**config.mk**
```make
export PLATFORM = sky130hd
export DESIGN_NAME = apple_bridge_seq
export DESIGN_NICKNAME = d
export VERILOG_FILES = /design/src/rtl/apple_bridge_seq.sv
export SDC_FILE = /design/constraint.sdc
export NUM_CORES = 1
export LEC_CHECK = 0
export BUFFER_PORTS_ARGS = -buffer_cell sky130_fd_sc_hd__clkbuf_2
export CAP_MARGIN = 20
export CORE_UTILIZATION = 35
export DETAILED_ROUTE_END_ITERATION = 8
export GPL_ROUTABILITY_DRIVEN = 1
export GPL_TIMING_DRIVEN = 0
export PLACE_DENSITY = 0.69
export REMOVE_ABC_BUFFERS = 1
export SLEW_MARGIN = 10
export SYNTH_ARGS = -nofsm -noshare
export SYNTH_HDL_FRONTEND = slang
export SYNTH_SLANG_ARGS = --single-unit
```
**constraint.sdc**
```tcl
create_clock -name clk_logic -period 3.2 [get_ports clk_logic]
set_input_delay 0.64 -clock clk_logic [delete_from_list [all_inputs] [get_ports clk_logic]]
set_output_delay 0.64 -clock clk_logic [all_outputs]
set_load 0.05 [all_outputs]
```
**src/rtl/apple_bridge_seq.sv**
```systemverilog
// rtl/apple_bridge_seq.sv - multi-requester sequencer for a strobed latch bridge
//
// Ports:
//   clk_logic, device_reset_n      clock, async active-low reset
//   req_valid_i/ready_o/write_i    per-channel request handshake and direction
//   req_sel_i, req_data_i          per-channel packed target select and write data
//   rsp_valid_o/id_o/data_o        one-cycle read completion, data held until next read
//   bridge_sel_o, bridge_rd_n_o,   bridge control: select, read strobe (low in IDLE),
//   bridge_wr_n_o, bridge_d_o,     write strobe, write data, data output enable
//   bridge_d_oe_o, bridge_d_i      and bridge readback
//   idle_data_o                    bridge readback sampled while settled in IDLE
//   busy_o                         high whenever a transaction is in flight
module apple_bridge_seq #(
  parameter int NUM_REQ       = 4,
  parameter int SEL_WIDTH     = 3,
  parameter int DATA_WIDTH    = 8,
  parameter int SETUP_CYCLES  = 1,
  parameter int STROBE_CYCLES = 1,
  parameter int HOLD_CYCLES   = 1,
  parameter int IDLE_SEL      = 0,
  parameter int RR_MODE       = 0,
  localparam int ID_W = (NUM_REQ > 1) ? $clog2(NUM_REQ) : 1
) (
  input  logic                          clk_logic,
  input  logic                          device_reset_n,
  input  logic [NUM_REQ-1:0]            req_valid_i,
  output logic [NUM_REQ-1:0]            req_ready_o,
  input  logic [NUM_REQ-1:0]            req_write_i,
  input  logic [NUM_REQ*SEL_WIDTH-1:0]  req_sel_i,
  input  logic [NUM_REQ*DATA_WIDTH-1:0] req_data_i,
  output logic                          rsp_valid_o,
  output logic [ID_W-1:0]               rsp_id_o,
  output logic [DATA_WIDTH-1:0]         rsp_data_o,
  output logic [SEL_WIDTH-1:0]          bridge_sel_o,
  output logic                          bridge_rd_n_o,
  output logic                          bridge_wr_n_o,
  output logic [DATA_WIDTH-1:0]         bridge_d_o,
  output logic                          bridge_d_oe_o,
  input  logic [DATA_WIDTH-1:0]         bridge_d_i,
  output logic [DATA_WIDTH-1:0]         idle_data_o,
  output logic                          busy_o
);

  typedef enum logic [1:0] {S_IDLE, S_SETUP, S_STROBE, S_HOLD} state_t;

  localparam logic [SEL_WIDTH-1:0] IDLE_SEL_V = SEL_WIDTH'(IDLE_SEL);

  state_t                  state, next_state;
  logic [3:0]              cnt, next_cnt;
  logic                    phase_last;

  logic                    lat_write;
  logic [SEL_WIDTH-1:0]    lat_sel;
  logic [DATA_WIDTH-1:0]   lat_data;
  logic [ID_W-1:0]         lat_id;
  logic [ID_W-1:0]         last_grant;
  logic                    prev_idle;
  logic                    capture;

  logic [ID_W-1:0]         win_id;
  logic                    win_found;
  logic                    grant;

  // Winner search; round-robin starts one past the last granted channel.
  always_comb begin
    int idx;
    win_id    = '0;
    win_found = 1'b0;
    idx       = 0;
    for (int i = 0; i < NUM_REQ; i++) begin
      if (RR_MODE != 0) idx = (int'(last_grant) + 1 + i) % NUM_REQ;
      else              idx = i;
      if (!win_found && req_valid_i[idx]) begin
        win_found = 1'b1;
        win_id    = ID_W'(idx);
      end
    end
  end

  assign grant       = (state == S_IDLE) && win_found;
  // Gated with reset so nothing is accepted while the block is held in reset.
  assign req_ready_o = (grant && device_reset_n) ? (NUM_REQ'(1) << win_id) : '0;
  assign busy_o      = (state != S_IDLE);
  assign capture     = (state == S_STROBE) && !lat_write && phase_last;

  always_comb begin
    phase_last = 1'b0;
    case (state)
      S_SETUP:  phase_last = (cnt == 4'(SETUP_CYCLES - 1));
      S_STROBE: phase_last = (cnt == 4'(STROBE_CYCLES - 1));
      S_HOLD:   phase_last = (cnt == 4'(HOLD_CYCLES - 1));
      default:  phase_last = 1'b0;
    endcase
  end

  always_ff @(posedge clk_logic or negedge device_reset_n) begin
    if (!device_reset_n) begin
      state <= S_IDLE;
      cnt   <= '0;
    end else begin
      state <= next_state;
      cnt   <= next_cnt;
    end
  end

  always_comb begin
    next_state    = state;
    next_cnt      = cnt;
    bridge_sel_o  = IDLE_SEL_V;
    bridge_rd_n_o = 1'b1;
    bridge_wr_n_o = 1'b1;
    bridge_d_oe_o = 1'b0;
    case (state)
      S_IDLE: begin
        // The idle port is read continuously, but rd_n stays high in reset.
        bridge_rd_n_o = !device_reset_n;
        next_cnt      = '0;
        if (win_found) next_state = S_SETUP;
      end
      S_SETUP: begin
        bridge_sel_o  = lat_sel;
        bridge_d_oe_o = lat_write;
        bridge_rd_n_o = lat_write;
        if (phase_last) begin
          next_state = S_STROBE;
          next_cnt   = '0;
        end else begin
          next_cnt = cnt + 4'd1;
        end
      end
      S_STROBE: begin
        bridge_sel_o  = lat_sel;
        bridge_d_oe_o = lat_write;
        bridge_rd_n_o = lat_write;
        bridge_wr_n_o = !lat_write;
        if (phase_last) begin
          next_state = S_HOLD;
          next_cnt   = '0;
        end else begin
          next_cnt = cnt + 4'd1;
        end
      end
      S_HOLD: begin
        // Writes keep select and data driven; reads release to the idle port.
        bridge_sel_o  = lat_write ? lat_sel : IDLE_SEL_V;
        bridge_d_oe_o = lat_write;
        if (phase_last) begin
          next_state = S_IDLE;
          next_cnt   = '0;
        end else begin
          next_cnt = cnt + 4'd1;
        end
      end
      default: begin
        next_state = S_IDLE;
        next_cnt   = '0;
      end
    endcase
  end

  assign bridge_d_o = lat_data;

  always_ff @(posedge clk_logic or negedge device_reset_n) begin
    if (!device_reset_n) begin
      lat_write   <= 1'b0;
      lat_sel     <= IDLE_SEL_V;
      lat_data    <= '0;
      lat_id      <= '0;
      last_grant  <= ID_W'(NUM_REQ - 1);
      rsp_valid_o <= 1'b0;
      rsp_id_o    <= '0;
      rsp_data_o  <= '0;
      prev_idle   <= 1'b0;
      idle_data_o <= '0;
    end else begin
      if (grant) begin
        lat_write  <= req_write_i[win_id];
        lat_sel    <= req_sel_i[win_id*SEL_WIDTH +: SEL_WIDTH];
        lat_data   <= req_data_i[win_id*DATA_WIDTH +: DATA_WIDTH];
        lat_id     <= win_id;
        last_grant <= win_id;
      end
      rsp_valid_o <= capture;
      rsp_id_o    <= capture ? lat_id : '0;
      if (capture) rsp_data_o <= bridge_d_i;
      // One IDLE cycle of settle before the idle port sample is trusted.
      prev_idle <= (state == S_IDLE);
      if ((state == S_IDLE) && prev_idle) idle_data_o <= bridge_d_i;
    end
  end

endmodule
```
**Yosys cells after proc, flatten, opt, wreduce, memory -nomap -nowiden**

Cells that the tools add are included.

- Register bits after elaboration: 40
- Input port bits: 62
- Word-level logic and storage cells: 67

- Add/subtract/negate cells: 1
- Multipliers: 1
- $lt $le $gt $ge: 1
- Eq/ne operators: 7
- Shift operators: 3
- Mux-type cells: 24
- Reduce and logical (&&, ||, !) cells: 19

Operators by type and width:

| kind | number |
|---|---|
| 32-bit by 6-bit variable part select with 8-bit output | 1 |
| 2-bit two-way mux | 7 |
| 12-bit by 5-bit variable part select with 3-bit output | 1 |
| 1-bit two-way mux | 9 |
| 1-bit logical AND | 8 |
| 4-bit two-way mux | 2 |
| 2-bit inequality test (second input constant) | 4 |
| 2-bit one-hot mux with 4 select lines | 1 |
| 4-bit one-hot mux with 2 select lines | 1 |
| 3-bit one-hot mux with 2 select lines | 1 |
| 1-bit logical NOT | 5 |
| 4-bit by 1-bit adder with 4-bit output (second input constant) | 1 |
| 2-bit == test (second input constant) | 2 |
| 4-bit logical NOT | 1 |
| 2-bit by 2-bit multiplier with 4-bit output (second input constant) | 1 |
| 4-bit AND reduction | 1 |
| 1-bit by 2-bit << shifter with 4-bit output (first input constant) | 1 |
| 2-bit by 3-bit less-than comparator with 1-bit output (second input constant) | 1 |
| 3-bit two-way mux | 1 |
| 3-bit OR reduction | 1 |
| 1-bit binary-select mux with 2-bit select | 1 |
| 2-bit by 1-bit == test with 1-bit output (second input constant) | 1 |
| 2-bit logical NOT | 1 |
| 1-bit one-hot mux with 2 select lines | 1 |
| other kinds (2) | 2 |

**Longest topological paths before layout**

- Depth after elaboration: 13
- Mapped depth: 7
- Depth with buffers taken out: 5

**Worst setup path before layout**

Ideal clock, no wire load.

- Path type: input-to-output
- Start point: input port req_valid_i[2]
- End point: output port req_ready_o[2]
- Arrival time: 2.810 ns
- Data required time: 2.560 ns
- Slack: -0.250 ns
- Stages on the path: 3
- Cell sequence: clkbuf_1 -> clkbuf_1 -> nor4b_1

- Word-level cells in the longest chain between the ends: 8
- Elaborated cells between the ends (all ways): 11

Ends and longest elaborated chain:

| item | RTL line | source |
|---|---|---|
| from (decl) | 26 | `input logic [NUM_REQ-1:0] req_valid_i,` |
| 1-bit logical AND (*) | 73 | `if (!win_found && req_valid_i[idx]) begin` |
| 1-bit two-way mux | 73 |  |
| 1-bit logical NOT | 73 |  |
| 1-bit logical AND | 73 |  |
| 1-bit two-way mux | 73 |  |
| 1-bit logical AND | 80 | `assign grant = (state == S_IDLE) && win_found;` |
| 1-bit logical AND | 82 | `assign req_ready_o = (grant && device_reset_n) ? (NUM_REQ'(1) << win_id) : '0;` |
| 4-bit two-way mux (*) | 82 |  |
| to (decl) | 27 | `output logic [NUM_REQ-1:0] req_ready_o,` |

Mark *: on every way between the ends. The rest lies on a longest branch, timed or not.

**Worst setup path after layout**

- Start point: input port req_valid_i[1]
- End point: output port req_ready_o[3]

- Word-level cells in the longest chain between the ends: 11
- Elaborated cells between the ends (all ways): 15

Ends and longest elaborated chain:

| item | RTL line |
|---|---|
| 1-bit logical AND (*) | 73 |
| 1-bit two-way mux | 73 |
| 1-bit logical NOT | 73 |
| 1-bit logical AND | 73 |
| 1-bit two-way mux | 73 |
| 1-bit logical NOT | 73 |
| 1-bit logical AND | 73 |
| 1-bit two-way mux | 73 |
| 1-bit logical AND | 80 |
| 1-bit logical AND | 82 |
| 4-bit two-way mux (*) | 82 |

Marked as above.

==> results.yml <==
synthesis:
  yosysTopAreaCell: "dfrtp_1"
  synth-simple-area-share_pct: 20.4
  syn_inst: 241
  yosysTopAreaCellShare_pct: 42.7
  yosys_warnings: 0
  synth-compound-area-share_pct: 16.0
  synth_top_family_by_area: "simple AND/OR/NAND/NOR gates"
  synth_cell_types: 31
  netlist_area_um2: 2340
  synthXorXnorAreaFrac_pct: 0.747
  yosys.area_share.adder_pct: 3.74
  synth.area.top_cells: "dfrtp_1, mux2_2, mux2_4"
  seq_area_frac_synth_pct: 42.7
  synthMuxAreaShare_pct: 9.28
  syn_area_per_cell_um2: 9.73
  yosys_register_bits: 40
global_routing:
  grtUsageMet3_pct: 3.56
  grt_pass1_vias: 2034
  grt_overflow: 0
  antenna_found_initial: 0
  grt_pass1_wl_um: 8960
  grt_use_total_pct: 16.0
  globalRouteMet2Util_pct: 28.6
  grtUsageMet1_pct: 18.5
  grt-busiest-layer: "met2"
  grt_max_degree: 45
route:
  drt_iter0_markers: 77
  antenna_left: 0
  wire_per_inst_um: 13.3
  route.detailed.drc: 13
  vias: 2036
  firstDrtPassIters: 6
  wl_um: 5390
  routed_via_density: 5.01
worst_setup_path:
  r2r_start: "state[0]$_DFFE_PN0P_"
  crit_type: "input port to output port"
  reg2reg_depth: 5
  required_ns: 2.56
  cp.arrival_ns: 2.32
  setup.worst_path.start: "req_valid_i[1]"
  end_kind: "output port"
  cp_max_fo: 31
  cp-start-kind: "input port"
timing:
  fin_crit_ns: 2.96
  rsz0062_at_grt: "false"
  hold_violations: 0
  worst_slew_pin_slew_ns: 0.889
  drv_slew: 0
  finClkSkew_ns: 0.00371
  setup_viol: 0
  relSlewSlack_pct: 40.7
  finalCritPeriodShare_pct: 92.4
  fmax_mhz: 338
clock_network:
  clkTransAtPathRegs_ns: 0.08
  htree_levels: 2
  post_cts_resized: 0
  cts-root-buf: "clkbuf_8"
  cts_sinks: 40
  clockBufferDepth: 2
  cts_setup_buffers: 0
  cts_buffers: 5
  cts_tree: "done"
  cts_hold_buf: 0
  clk-insertion-delay-late_ns: 0.29
power:
  ir_worst_vdd_v: 0.000285
  power.switching_uw: 1610
  p_int_uw: 1450
  p_seq_share_pct: 29.0
  leakage_uw: 0.00154
  power_frac_clock_pct: 10.7
  p_comb_share_pct: 60.2
  p_per_area_nw_per_um2: 1040
  finalPower_uw: 3050
  p_sw_share_pct: 52.7
placement:
  post_dp_cell_area_um2: 2850
  port_buffers: 99
  dpl.hpwl_um: 3760
  dp.cells: 398
  gp_congestion: 0.728
die:
  start_util_pct: 36.5
  die_w_um: 83.9
  die_h_um: 83.9
  rows: 29
  core_um2: 6420
  io_pins: 100
  die_area_um2: 7030
final_layout:
  layout-drive-gt1-share_pct: 38.3
  seqCellArea_um2: 1000
  post-route-util_pct: 45.9
  final_common_cell: "clkbuf_2"
  antennaDiodeCount: 0
  synthToLayoutAreaGrowth_pct: 25.7
  final_cells: 406
  final_cell_mix: "clkbuf_2, dfrtp_1, inv_1"
  multi_input_area_um2: 1170
  final_cell_area_um2: 2950
  fin_nets: 398
  fillCellCount: 617
status:
  outcome: "complete, but fails checks"
  failed_checks: "design-rule violations"
run:
  max_cap_viol_count: 0
hold_path:
  min_path_type: "input port to asynchronous set/reset pin"
-- final cells by class --
type                    instances  area share, %
clock buffers                   5           2.33
multi-input cells             161           39.9
clock inverters                 2          0.424
well taps                      77           3.27
repair buffers                100           17.5
flip-flops and latches         40           34.0
inverters                      21           2.67
-- cell families (layout without fill, tap and decap cells) --
kind of cell    after synthesis  count (layout)
flops                        40              40
fa+ha+maj                     7               7
buf+inv                      40             128
xor+xnor                      2               2
compound gates               59              59
simple gates                 76              76
mux                          17              17
-- synth_stat cells (all sizes together) --
library cell and number:
nand2 4, mux2 17, a31oi 12, nor2b 14
and3 1, nor2 20, and2 3, nand3b 13
and3b 12, xor2 1, buf 6, a22o 12
clkbuf 13, a21oi 16, xnor2 1, nor3 5
nand3 1, o21ai 15, o41a 1, ha 7
nor4 1, dfrtp 40, a2bb2oi 2, inv 21
o32a 1, nor4b 2
-- state kept, by name (all words and copies together), names as in the netlist --
name,count
bridge_d_o,8
cnt,4
idle_data_o,8
lat_id,2
lat_sel,3
lat_write,1
prev_idle,1
rsp_data_o,8
rsp_id_o,2
rsp_valid_o,1
state,2
-- final timing paths --
path | to | slack (ns)
worst max-delay path | req_ready_o[3] | 0.24
worst min-delay path | cnt[2]$_DFF_PN0_ | 0.23
worst max register to register | rsp_data_o[4]$_DFFE_PN0N_ | 0.86
worst min register to register | rsp_id_o[0]$_DFF_PN0_ | 0.50
max in group asynchronous | rsp_data_o[2]$_DFFE_PN0N_ | 2.51
min in group clk_logic | rsp_id_o[0]$_DFF_PN0_ | 0.50
-- power by group through the flow --
| stage | Sequential [uW] | Combinational [uW] | Clock [uW] |
|---|---|---|---|
| 6_report | 887 | 1840 | 327 |
| 5_1_grt | 918 | 1960 | 361 |
| 4_1_cts | 890 | 1850 | 341 |
| 3_5_place_dp | 901 | 1850 | 0 |
| 3_3_place_gp | 883 | 1830 | 0 |
| 2_1_floorplan | 1420 | 873 | 0 |
-- layer usage --
layer | wire [um] | vias to the layer above | part of all wire, %
met2 | 2610 | 73 | 48
met4 | 87 | 0 | 1.6
li1 | - | 1013 | -
met1 | 2410 | 942 | 45
met3 | 287 | 8 | 5.3
met5 | 0 | - | 0
-- critical path: stages --
cell and delay (ns):
clkbuf_2 0.34, nor2_1 0.74, nand2_1 0.11, nor3_1 0.17, clkbuf_2 0.32
-- metrics by stage --
step                setup WS, ns  hold slack (ns)  TNS, ns
floorplan                 -0.149            0.344   -0.149
global placement           0.173            0.473        0
detailed placement         0.139            0.482        0
CTS                        0.131            0.505        0
global route              0.0181            0.230        0
finish                     0.242            0.227        0
No activity file was read; power rests on OpenSTA's default activity.
